File: config.mk
export PLATFORM = sky130hd
export DESIGN_NAME = fns_enc_seq_flat
export DESIGN_NICKNAME = d
export VERILOG_FILES = /design/src/rtl/fns_enc_seq_if.sv /design/src/rtl/fns_enc_seq.sv /design/src/flat_wrapper.sv
export SDC_FILE = /design/constraint.sdc
export NUM_CORES = 1
export LEC_CHECK = 0
export ABC_AREA = 1
export BUFFER_PORTS_ARGS = -buffer_cell sky130_fd_sc_hd__buf_2
export CAP_MARGIN = 20
export CORE_ASPECT_RATIO = 1.2
export CORE_MARGIN = 1.5
export CORE_UTILIZATION = 58
export DETAILED_ROUTE_END_ITERATION = 10
export PLACE_DENSITY = 0.79
export REMOVE_ABC_BUFFERS = 1
export SYNTH_ARGS = -nofsm -noshare
export SYNTH_HDL_FRONTEND = slang
export SYNTH_SLANG_ARGS = --single-unit
File: constraint.sdc
create_clock -name clk -period 1.8 [get_ports clk]
set_input_delay 0.54 -clock clk [delete_from_list [all_inputs] [get_ports clk]]
set_output_delay 0.54 -clock clk [all_outputs]
set_load 0.01 [all_outputs]
File: src/rtl/fns_enc_seq_if.sv
// Handshake bundle for the Fibonacci-number-system encoder: binary word in,
// FNS codeword out.
interface fns_enc_seq_if #(
  parameter int CODE_W = 8,
  parameter int DATA_W = 6
);
  // Both channels: a transfer happens on a rising edge where valid && ready;
  // the source holds its payload steady while valid is high and ready is low.
  logic [DATA_W-1:0] din;
  logic              din_valid;
  logic              din_ready;
  logic [CODE_W-1:0] code;
  logic              code_err;
  logic              code_valid;
  logic              code_ready;

  modport master (
    output din, din_valid, code_ready,
    input  din_ready, code, code_err, code_valid
  );

  modport slave (
    input  din, din_valid, code_ready,
    output din_ready, code, code_err, code_valid
  );
endinterface

File: src/rtl/fns_enc_seq.sv
// Sequential greedy FNS encoder: one codeword bit per cycle, MSB first,
// stepping the Fibonacci weight pair downwards by subtraction.
module fns_enc_seq #(
  parameter int CODE_W = 8,
  parameter int DATA_W = 6
) (
  input  logic              clk,
  input  logic              rst_n,
  fns_enc_seq_if.slave      bus,
  output logic [1:0]        o_dbg_state
);

  function automatic int fns_w(input int k);
    int a, b, t;
    a = 1;
    b = 1;
    for (int i = 2; i <= k; i++) begin
      t = a + b;
      a = b;
      b = t;
    end
    return b;
  endfunction

  function automatic int fns_vmax(input int n);
    int s;
    s = 0;
    for (int i = 0; i < n; i++) s += fns_w(i);
    return s;
  endfunction

  localparam int              VMAX   = fns_vmax(CODE_W);
  localparam int              RW     = $clog2(VMAX + 1);
  localparam int              KW     = $clog2(CODE_W);
  localparam logic [RW-1:0]   W_TOP  = RW'(fns_w(CODE_W - 1));
  localparam logic [RW-1:0]   W_NXT  = RW'(fns_w(CODE_W - 2));
  localparam logic [KW-1:0]   K_TOP  = KW'(CODE_W - 1);
  localparam logic [31:0]     VMAX_U = 32'(VMAX);

  typedef enum logic [1:0] {
    S_IDLE = 2'd0,
    S_ENC  = 2'd1,
    S_HOLD = 2'd2
  } state_t;

  state_t            r_state;
  state_t            w_next;
  logic [RW-1:0]     r_rem;
  logic [RW-1:0]     r_wk;
  logic [RW-1:0]     r_wk1;
  logic [KW-1:0]     r_k;
  logic [CODE_W-1:0] r_code;
  logic              r_err;
  logic [31:0]       w_din_ext;
  logic              w_in_range;
  logic              w_take;

  assign w_din_ext  = 32'(bus.din);
  assign w_in_range = (w_din_ext <= VMAX_U);
  assign w_take     = (r_rem >= r_wk);

  always_ff @(posedge clk or negedge rst_n) begin
    if (!rst_n) r_state <= S_IDLE;
    else        r_state <= w_next;
  end

  always_comb begin
    w_next = r_state;
    case (r_state)
      S_IDLE: if (bus.din_valid) w_next = w_in_range ? S_ENC : S_HOLD;
      S_ENC:  if (r_k == '0)     w_next = S_HOLD;
      S_HOLD: if (bus.code_ready) w_next = S_IDLE;
      default: w_next = S_IDLE;
    endcase
  end

  always_comb begin
    bus.din_ready  = (r_state == S_IDLE);
    bus.code_valid = (r_state == S_HOLD);
    bus.code       = r_code;
    bus.code_err   = r_err;
    o_dbg_state    = r_state;
  end

  // Weight pair (wk, w(k-1)) walks down to (w(k-1), wk - w(k-1)); wk >= w(k-1)
  // always holds, so neither subtraction can wrap.
  always_ff @(posedge clk or negedge rst_n) begin
    if (!rst_n) begin
      r_rem  <= '0;
      r_wk   <= W_TOP;
      r_wk1  <= W_NXT;
      r_k    <= K_TOP;
      r_code <= '0;
      r_err  <= 1'b0;
    end else begin
      case (r_state)
        S_IDLE: begin
          if (bus.din_valid) begin
            r_code <= '0;
            r_k    <= K_TOP;
            r_wk   <= W_TOP;
            r_wk1  <= W_NXT;
            r_err  <= !w_in_range;
            r_rem  <= w_in_range ? RW'(bus.din) : '0;
          end
        end
        S_ENC: begin
          r_code[r_k] <= w_take;
          if (w_take) r_rem <= r_rem - r_wk;
          r_wk  <= r_wk1;
          r_wk1 <= r_wk - r_wk1;
          r_k   <= (r_k == '0) ? K_TOP : r_k - KW'(1);
        end
        default: ;
      endcase
    end
  end

endmodule

File: src/flat_wrapper.sv
// flat-port wrapper written by rule: the top's interface ports become plain ports
module fns_enc_seq_flat 
#(
  parameter int CODE_W = 8,
  parameter int DATA_W = 6
)
  (clk, rst_n, o_dbg_state, bus_din, bus_din_valid, bus_code_ready, bus_din_ready, bus_code, bus_code_err, bus_code_valid);
  fns_enc_seq_if #(.CODE_W(CODE_W), .DATA_W(DATA_W)) bus_i ();
  input  logic clk;
  input  logic rst_n;
  output logic [1:0] o_dbg_state;
  input wire logic [$bits(bus_i.din)-1:0] bus_din;
  input wire logic [$bits(bus_i.din_valid)-1:0] bus_din_valid;
  input wire logic [$bits(bus_i.code_ready)-1:0] bus_code_ready;
  output wire logic [$bits(bus_i.din_ready)-1:0] bus_din_ready;
  output wire logic [$bits(bus_i.code)-1:0] bus_code;
  output wire logic [$bits(bus_i.code_err)-1:0] bus_code_err;
  output wire logic [$bits(bus_i.code_valid)-1:0] bus_code_valid;
  assign bus_i.din = bus_din;
  assign bus_i.din_valid = bus_din_valid;
  assign bus_i.code_ready = bus_code_ready;
  assign bus_din_ready = bus_i.din_ready;
  assign bus_code = bus_i.code;
  assign bus_code_err = bus_i.code_err;
  assign bus_code_valid = bus_i.code_valid;
  fns_enc_seq #(.CODE_W(CODE_W), .DATA_W(DATA_W)) u_core (.clk(clk), .rst_n(rst_n), .bus(bus_i), .o_dbg_state(o_dbg_state));
endmodule
==> run metrics, run 1 <==
status=finished, final reports clean; Most used DFF post-synth=dfrtp_1; vias in the first global route=between 1.5k and 2k; Starting Density=about 62%; post-DP HPWL=around 3100 um; gr busiest metal=met2; Final #Nets=308; Die Height=66.3 um; initial antenna violation count=0; Peak supply drop=between 1 and 1.5 mV; crit end category=register; Inserted Clock Buffers=5; utilization after layout=between 70 and 80%; I/O Pins=23; H-tree levels=2; DRT iter0 DRCs=~80; Final Non-Filler Cells=between 300 and 400; Final period util=between 90% and 100%; Die X=about 56 um; GRT Total Usage=about 26%; worst reg-to-reg path cell count=11; Post-Syn Area=a little under 2000 sq um; 1st-pass router iterations=5; gpl congestion=between 0.8 and 0.9; R2R setup slack=between 70 and 80 ps; area leader, netlist=dfrtp_1; worst r2r dst=u_core.r_rem[2]; Inst Count DP=between 300 and 400; CP Max Fanout=8; Antenna Nets Post-Route=0; final setup violating endpoints=0; Avg Cell Area, Syn=7.85 sq um; Detailed Route WL=4270 um; Hold Buf Count CTS=0; final hold violations=0; Root Driver=clkbuf_4; ant diodes=0; leading post-synthesis cells by cell area=dfrtp_1 30%, nand2_1 13%, dfstp_2 12%; first-pass GRT wire length=between 7000 and 8000 um; grt met1 use=a little under a third; Rows=22; Die Footprint=~3700 sq um; crit path DAT=1970 ps; synth unique cells=25; core region area=3140 sq um; worst relative slew slack=73.4%; CTS tree=built; DRC errors left=0; met3 Usage GRT=under 10%; Vias=between 1.5k and 2k; Yosys reg bits=32; Filler Cell Count=about 250; Max Clock Skew=6.52 ps; Via density=around 5.3; clock transition at the registers of the reported paths=around 100 ps; Worst-Skew Late Latency=~340 ps; multi-input logic area=just under 1000 sq um; largest net degree at the start of global routing=33; Crit Reg-Reg Startpoint=u_core.r_wk[3]; Post-synth ARST share=100%; routing usage on met2=between 40% and 50%; clk buf depth=2; Leakage=0.00122 uW; worst min-delay path class=in2async; Post-synth EDFFs=0; Synth Instances=approximately 250; Tmin final=between 1500 and 2000 ps; top cell type's share of synthesized area=29.7%; flip-flop and latch area=approximately 800 sq um; WP data required=roughly 2000 ps; critical path type=reg2reg; Pwr Density=2170 nW/um^2; Achievable Freq=579 MHz; area delta synth->final=18.1%; final setup TNS=0 ps; GRT overflow=0; Slew @ Worst Pin=between 300 and 400 ps; Max Cap Violations=0; Final Total Pwr=approximately 5000 uW; layout cells sized above 1=a little under a quarter; clk sinks=32; Yosys warnings=0; register area share after synthesis=between 40% and 50%; critical path launch point type=register; Final Max Slew Viols=0; Hold WS=just over 200 ps; Avg WL per Cell=approximately 13 um; I/O Buffers=22
==> critical path, cell delays in order (launching register included) <==
cell and delay (ps):
dfrtp_1 400, inv_1 150, ha_4 240, nand2_1 80, nand2_1 100, nand3_1 120
nand3_2 100, nand2_2 100, nand2_4 80, buf_4 150, nand2_1 50, nand2_1 50
==> where the power goes <==
group	total, uW	switching, uW	internal [uW]
clock	623	254	369
combinational	2980	1780	1200
sequential	1360	236	1120
total	4960	2270	2690
==> flip-flops by register name (all words and copies together) (netlist names) <==
signal	count
u_core.bus.code	8
u_core.bus.code_err	1
u_core.o_dbg_state	2
u_core.r_k	3
u_core.r_rem	6
u_core.r_wk	6
u_core.r_wk1	6
==> logic make-up (layout without fill, tap and decap cells) <==
kind of cell	after synthesis	count (layout)	synth area share [%]
AOI/OAI and AO/OA	42	42	12.6
xor gates and xnor gates	1	1	0.452
buffers and inverters	45	82	9.61
and+or+nand+nor	112	112	25.0
DFF	32	32	41.9
adders and majority gates	15	15	10.5
==> worst max path at each step <==
stage                          startpoint              end
after floorplan           u_core.r_wk1[0]  u_core.r_wk1[4]
after global placement    u_core.r_wk1[0]  u_core.r_wk1[4]
after detailed placement  u_core.r_wk1[0]  u_core.r_wk1[4]
after CTS                  u_core.r_wk[4]  u_core.r_rem[5]
after global routing       u_core.r_wk[3]  u_core.r_rem[3]
final                      u_core.r_wk[3]  u_core.r_rem[2]
==> synthesized netlist by cell type, types with 2 or more instances <==
cell,count
nand4_1,2
nor2_4,3
o22ai_1,4
o21ai_0,21
a21oi_1,9
dfrtp_1,23
nor2_1,14
inv_1,39
buf_6,2
nand2_1,65
dfstp_2,9
inv_2,2
nand3_1,25
buf_2,2
fa_1,2
ha_1,13
o211ai_1,4
==> final cells by class <==
class                           count  share of cell area [%]
Timing Repair Buffer               33                    8.42
Clock buffer                        7                    2.84
Tap cell                           36                    1.97
Multi-Input combinational cell    170                    43.2
Clock inverter                      1                    1.31
Sequential cell                    32                    35.5
Inverter                           41                    6.72
==> cells in the final DEF, fill, tap and decap left out, drive strengths merged <==
cell type | Yosys | final
nand2 | 66 | 66
inv | 41 | 41
buf | 4 | 33
nand3 | 25 | 25
dfrtp | 23 | 23
o21ai | 21 | 21
nor2 | 17 | 17
ha | 13 | 13
dfstp | 9 | 9
a21oi | 9 | 9
clkbuf | 0 | 7
o211ai | 4 | 4
o22ai | 4 | 4
nand4 | 2 | 2
fa | 2 | 2
or2 | 1 | 1
o21bai | 1 | 1
o32ai | 1 | 1
nor3 | 1 | 1
o21a | 1 | 1
xor2 | 1 | 1
o31ai | 1 | 1
bufinv | 0 | 1
==> metrics by stage <==
| step | setup slack, ps | cell area (sq um) |
|---|---|---|
| after floorplan | 91.7 | 1910 |
| after global placement | 9.50 | 2120 |
| after detailed placement | -12.3 | 2120 |
| after CTS | 13.0 | 2230 |
| after global routing | -10.8 | 2290 |
| final | 71.9 | 2290 |
==> layer usage <==
layer / vias to the layer above / share of wire, % / routed length (um)
met1: 781 / 45 / 1900
met4: 0 / 2.1 / 89
li1: 877 / - / -
met5: - / 0 / 0
met3: 11 / 3.9 / 165
met2: 39 / 49 / 2110
==> timing repair <==
item	in CTS	in global routing
buffers inserted	1	2
gates resized for setup	1	10
setup endpoints to repair	1	8
pin swaps	1	5
No activity file was read; power rests on OpenSTA's default activity.
==> run 2: changes to the inputs <==
ABC_AREA = default   (was 1)
CORE_UTILIZATION = 60   (was 58)
CTS_BUF_LIST = sky130_fd_sc_hd__clkbuf_2 sky130_fd_sc_hd__clkbuf_4 sky130_fd_sc_hd__clkbuf_8   (was default)
PLACE_DENSITY = 0.82   (was 0.79)
SETUP_SLACK_MARGIN = 0.05   (was default)
==> run metrics, run 2 <==
status=complete, but fails checks; failing checks=setup timing; GRT overflow=0 (unchanged); worst reg-to-reg path cell count=7 (-4); Slew @ Worst Pin=565 ps (+165 ps); Max Clock Skew=5.08 ps (-1.44 ps); GRT Total Usage=33.5% (+7.6 points); Tmin final=1980 ps (+255 ps); CP Max Fanout=8 (unchanged); register area share after synthesis=42.0% (+0.11 points); final setup violating endpoints=13 (+13); worst relative slew slack=61.9% (-12 points); mux share of post-synthesis cell area=0.582% (+0.58 points); Worst-Skew Late Latency=330 ps (about the same); layout cells sized above 1=44.9% (+21 points); Die Footprint=3570 sq um (-3.4%); Most used DFF post-synth=dfrtp_1; Post-synth EDFFs=0 (unchanged); vias in the first global route=1939 (+17%); leading post-synthesis cells by cell area=dfrtp_1 30%, dfstp_2 12%, ha_1 8.4%; Detailed Route WL=5890 um (+38%); Avg WL per Cell=19.7 um (+48%); CTS tree=built; XOR/XNOR share of the synthesized area=3.62% (+3.2 points); DP Area=2260 sq um (+6.5%); Final period util=110% (+14 points); R2R setup slack=-180 ps (-250 ps); H-tree levels=2 (unchanged); Synth Area in Compound Gates=21.4% (+8.8 points); fin worst setup slack=-183 ps (-255 ps); I/O Pins=23 (unchanged); Yosys warnings=0 (unchanged); Commonest cells post-synth=23 x dfrtp_1, 20 x inv_1, 16 x nand2_1, 16 x nand3_1, 14 x a21oi_1; Die Height=65.2 um (-1.7%); Post-Syn Area=1930 sq um (-0.26%); adder-cell area share of the yosys netlist=10.5% (+0.027 points); critical path type=reg2reg; Largest register FFs=8 (unchanged); RSZ-0062 raised after global routing=yes; Via density=6.29 (+18%); largest net degree at the start of global routing=33 (unchanged); Crit Reg-Reg Startpoint=u_core.r_wk[4]; core region area=3060 sq um (-2.6%); synth unique cells=49 (+96%); initial antenna violation count=0 (unchanged); ant diodes=0 (unchanged); final setup TNS=-929 ps (-929 ps); Max Cap Violations=0 (unchanged); I/O Buffers=22 (unchanged); Final #Nets=287 (-6.8%); commonest cells after routing, fill and taps aside=30 x buf_4, 22 x buf_2, 22 x dfrtp_1; Inserted Clock Buffers=5 (unchanged); top cell type's share of synthesized area=29.8% (+0.077 points); worst min-delay path class=in2async; Rows=22 (unchanged); most frequent cell after synthesis=dfrtp_1; area delta synth->final=37.9%; area leader, netlist=dfrtp_1; Starting Density=63.3% (+1.5 points); Post-synth ARST share=100% (unchanged); Final Max Slew Viols=0 (unchanged); first-pass GRT wire length=8630 um (+19%); Simple-Gate Fraction of Synth Area=15.6% (-9.4 points); Achievable Freq=504 MHz (-13%); gpl congestion=0.829 (-5.3%); crit end category=register; clk sinks=32 (unchanged); critical path launch point type=register; DRC errors left=0 (unchanged); post-DP HPWL=3520 um (+13%); Vias=1880 (+10%); largest family of logic cells by synthesized area=compound AO/OA/AOI/OAI gates; commonest non-fill, non-tap cell in the layout=buf_4; final hold violations=0 (unchanged); Avg Cell Area, Syn=9.39 sq um (+20%); final instance area=2670 sq um (+17%); clk buf depth=2 (unchanged); 1st-pass router iterations=4 (-1); Die X=54.8 um (-1.7%); Root Driver=clkbuf_4; Yosys reg bits=32 (unchanged); worst r2r dst=u_core.r_rem[4]; WP data required=2020 ps (-20 ps); crit path DAT=2200 ps (+230 ps); clock transition at the registers of the reported paths=100 ps (about the same); DRT iter0 DRCs=86 (+10%); Antenna Nets Post-Route=0 (unchanged); Synth Instances=206 (-17%)
-- run 2: cell count changes after synthesis, sizes merged, moves of 4 or more --
cell    before  now
nand3       25   16
nand2       66   16
nor3         1    5
o21ai       21   14
inv         41   20
a21oi        9   14
a21o         0    4
nor2        17    6
xor2         1    5
clkbuf       0    7
-- run 2: final cells by class --
type,count,area [sq um]
clock inverter,2,35.0
inverter,20,75.1
fill,151,388
multi-input combinational,144,1240
timing repair buffer,59,418
sequential,32,813
clock buffer,6,45.0
tap,36,45.0
-- run 2: what timing repair did --
action,in CTS,in global routing
hold buffers,0,0
pin swaps,18,16
setup endpoints to repair,16,18
setup buffers,4,5
gates cloned,0,0
resized for setup,36,26
-- run 2: cell families (layout without fill, tap and decap cells) --
family,after synthesis,count (layout)
mux,1,1
simple gates,59,59
xor+xnor,8,8
buf+inv,30,87
fa+ha+maj,15,15
compound gates,61,61
flops,32,32
-- run 2: how the worst max path moves through the flow --
| stage | startpoint | to | slack, ps |
|---|---|---|---|
| after floorplan | u_core.r_wk[0] | u_core.r_rem[3] | -260 |
| after global placement | u_core.r_wk[0] | u_core.r_rem[3] | -230 |
| after detailed placement | u_core.r_wk[0] | u_core.r_rem[3] | -310 |
| after CTS | u_core.r_wk[0] | u_core.r_rem[0] | -90 |
| after global routing | u_core.r_wk[4] | u_core.r_rem[4] | -260 |
| final | u_core.r_wk[4] | u_core.r_rem[4] | -180 |
-- run 2: worst max-delay path, stage by stage (launching register included) --
cell,delay (ps)
dfstp_2,560
inv_2,50
ha_4,210
or2_1,220
and2_4,160
o221a_4,290
a211oi_1,290
a21oi_1,80
-- run 2: routing by layer --
metal | wire length, um | share of wire [%] | GRT usage [%] | vias to the layer above
li1 | - | - | - | 862
met1 | 2300 | 39 | 36.5 | 925
met2 | 3120 | 53 | 58.8 | 64
met3 | 240 | 4.1 | 7.50 | 29
met4 | 230 | 3.9 | 15.3 | 0
met5 | 0 | 0 | 0 | -
-- run 2: metrics by stage --
stage / hold slack (ps) / setup slack (ps) / util (%) / instances
after floorplan: 244 / -255 / - / 196
after CTS: 222 / -92.6 / 83.2 / 294
after global routing: 236 / -255 / 87.3 / 299
after global placement: 465 / -230 / 74.0 / 283
final: 206 / -183 / 87.3 / 299
after detailed placement: 486 / -315 / 74.0 / 283
Power of run 2 is not shown: default switching activity piles up to over one toggle a cycle in this logic, so the estimate is an artifact.
==> run 3: changes to the inputs <==
CORE_UTILIZATION = 35   (was 60)
GPL_ROUTABILITY_DRIVEN = 0   (was default)
PLACE_DENSITY = default   (was 0.82)
==> run metrics, run 3 (synthesis results as in run 2) <==
status=complete, but fails checks; failing checks=setup timing; commonest non-fill, non-tap cell in the layout=buf_4; layout cells sized above 1=40.8% (-4.1 points); Inst Count DP=311 (+9.9%); Final Non-Filler Cells=327 (+9.4%); Filler Cell Count=494 (+230%); worst min-delay path class=in2async; clk buf depth=2 (unchanged); Root Driver=clkbuf_8; CP Max Fanout=5 (-3); flip-flop and latch area=813 sq um (unchanged); WP data required=1990 ps (-30 ps); R2R setup slack=-70 ps (+120 ps); Post-Place Worst Slack=-234 ps (+80.6 ps); final hold violations=0 (unchanged); Detailed Route WL=4750 um (-19%); worst r2r dst=u_core.r_rem[0]; Avg WL per Cell=14.5 um (-26%); CTS tree=built; RSZ-0062 raised after global routing=yes; DRT iter0 DRCs=53 (-38%); core region area=5300 sq um (+73%); I/O Buffers=22 (unchanged); Inserted Clock Buffers=5 (unchanged); Largest register FFs=8 (unchanged); final setup violating endpoints=14 (+1); H-tree levels=2 (unchanged); Final Max Slew Viols=0 (unchanged); commonest cells after routing, fill and taps aside=36 x buf_4, 22 x buf_2, 22 x dfrtp_1; Die X=70.9 um (+29%); Die Height=84.4 um (+30%); Die Footprint=5980 sq um (+67%); Max Clock Skew=10.8 ps (+5.73 ps); initial antenna violation count=0 (unchanged); Tmin final=1870 ps (-117 ps); Final period util=104% (-6.5 points); 1st-pass router iterations=5 (+1); Antenna Nets Post-Route=0 (unchanged); DRC errors left=0 (unchanged); post-DP HPWL=3290 um (-6.5%); Crit Reg-Reg Startpoint=u_core.r_wk[4]; GRT overflow=0 (unchanged); GRT Total Usage=17.2% (-16 points); first-pass GRT wire length=8150 um (-5.5%); multi-input logic area=1180 sq um (-4.7%); critical path type=reg2reg; Starting Density=36.5% (-27 points); I/O Pins=23 (unchanged); ant diodes=0 (unchanged); area delta synth->final=38.5%; Rows=29 (+32%); largest net degree at the start of global routing=20 (-39%); fin worst setup slack=-65.7 ps (+117 ps); worst reg-to-reg path cell count=6 (-1); clock transition at the registers of the reported paths=80 ps (-20 ps); critical path launch point type=register; Slew @ Worst Pin=441 ps (-123 ps); utilization after layout=50.6% (-37 points); crit end category=register; Via density=5.28 (-16%); Max Cap Violations=0 (unchanged); worst relative slew slack=70.6% (+8.7 points); Vias=1728 (-8.1%); Worst-Skew Late Latency=290 ps (-40 ps); clk sinks=32 (unchanged); vias in the first global route=1796 (-7.4%); crit path DAT=2050 ps (-150 ps); Final #Nets=289 (+0.70%); Achievable Freq=536 MHz (+6.3%)
## run 3: stage by stage
| stage | area [sq um] | setup TNS (ps) | hold WS, ps |
|---|---|---|---|
| after floorplan | 1890 | -1770 | 244 |
| after detailed placement | 2320 | -2210 | 477 |
| after global routing | 2680 | -1250 | 207 |
| after global placement | 2320 | -2070 | 463 |
| final | 2680 | -409 | 190 |
| after CTS | 2580 | -171 | 199 |
## run 3: worst max path at each step
| stage | start | to | cells past startpoint | slack, ps |
|---|---|---|---|---|
| floorplan | u_core.r_wk[0] | u_core.r_rem[3] | 6 | -260 |
| global placement | u_core.r_wk[0] | u_core.r_rem[3] | 6 | -200 |
| detailed placement | u_core.r_wk[0] | u_core.r_rem[3] | 6 | -230 |
| CTS | u_core.r_wk[0] | u_core.r_rem[3] | 6 | -70 |
| global route | u_core.r_rem[0] | u_core.r_rem[0] | 8 | -140 |
| finish | u_core.r_wk[4] | u_core.r_rem[0] | 6 | -70 |
## run 3: final cells by class
| type | instances | share of cell area (%) |
|---|---|---|
| multi-input cells | 144 | 44.0 |
| flip-flops and latches | 32 | 30.4 |
| repair buffers | 61 | 15.8 |
| clock buffers | 6 | 2.85 |
| well taps | 62 | 2.90 |
| inverters | 20 | 2.80 |
| clock inverters | 2 | 1.31 |
## run 3: worst max-delay path: stages (launching register included)
cell,delay [ps]
dfstp_2,540
inv_2,40
ha_4,150
or3_4,340
o221a_4,320
buf_6,130
a221oi_2,250
## run 3: per-layer routing
| layer | vias to the layer above | routed length (um) | GRT usage (%) |
|---|---|---|---|
| met1 | 821 | 2050 | 20.8 |
| met2 | 37 | 2400 | 28.8 |
| met4 | 0 | 160 | 9.78 |
| met5 | - | 0 | 0 |
| li1 | 855 | - | - |
| met3 | 15 | 137 | 2.76 |
## run 3: repair_timing
action / in CTS / in global routing
hold buffers: 0 / 0
pin swaps: 20 / 10
gates resized for setup: 26 / 8
setup buffers: 1 / 7
endpoints found under the setup margin: 15 / 17
cloned: 0 / 0
hold endpoints to repair: 0 / 0
Power of run 3 is left out for the same reason.
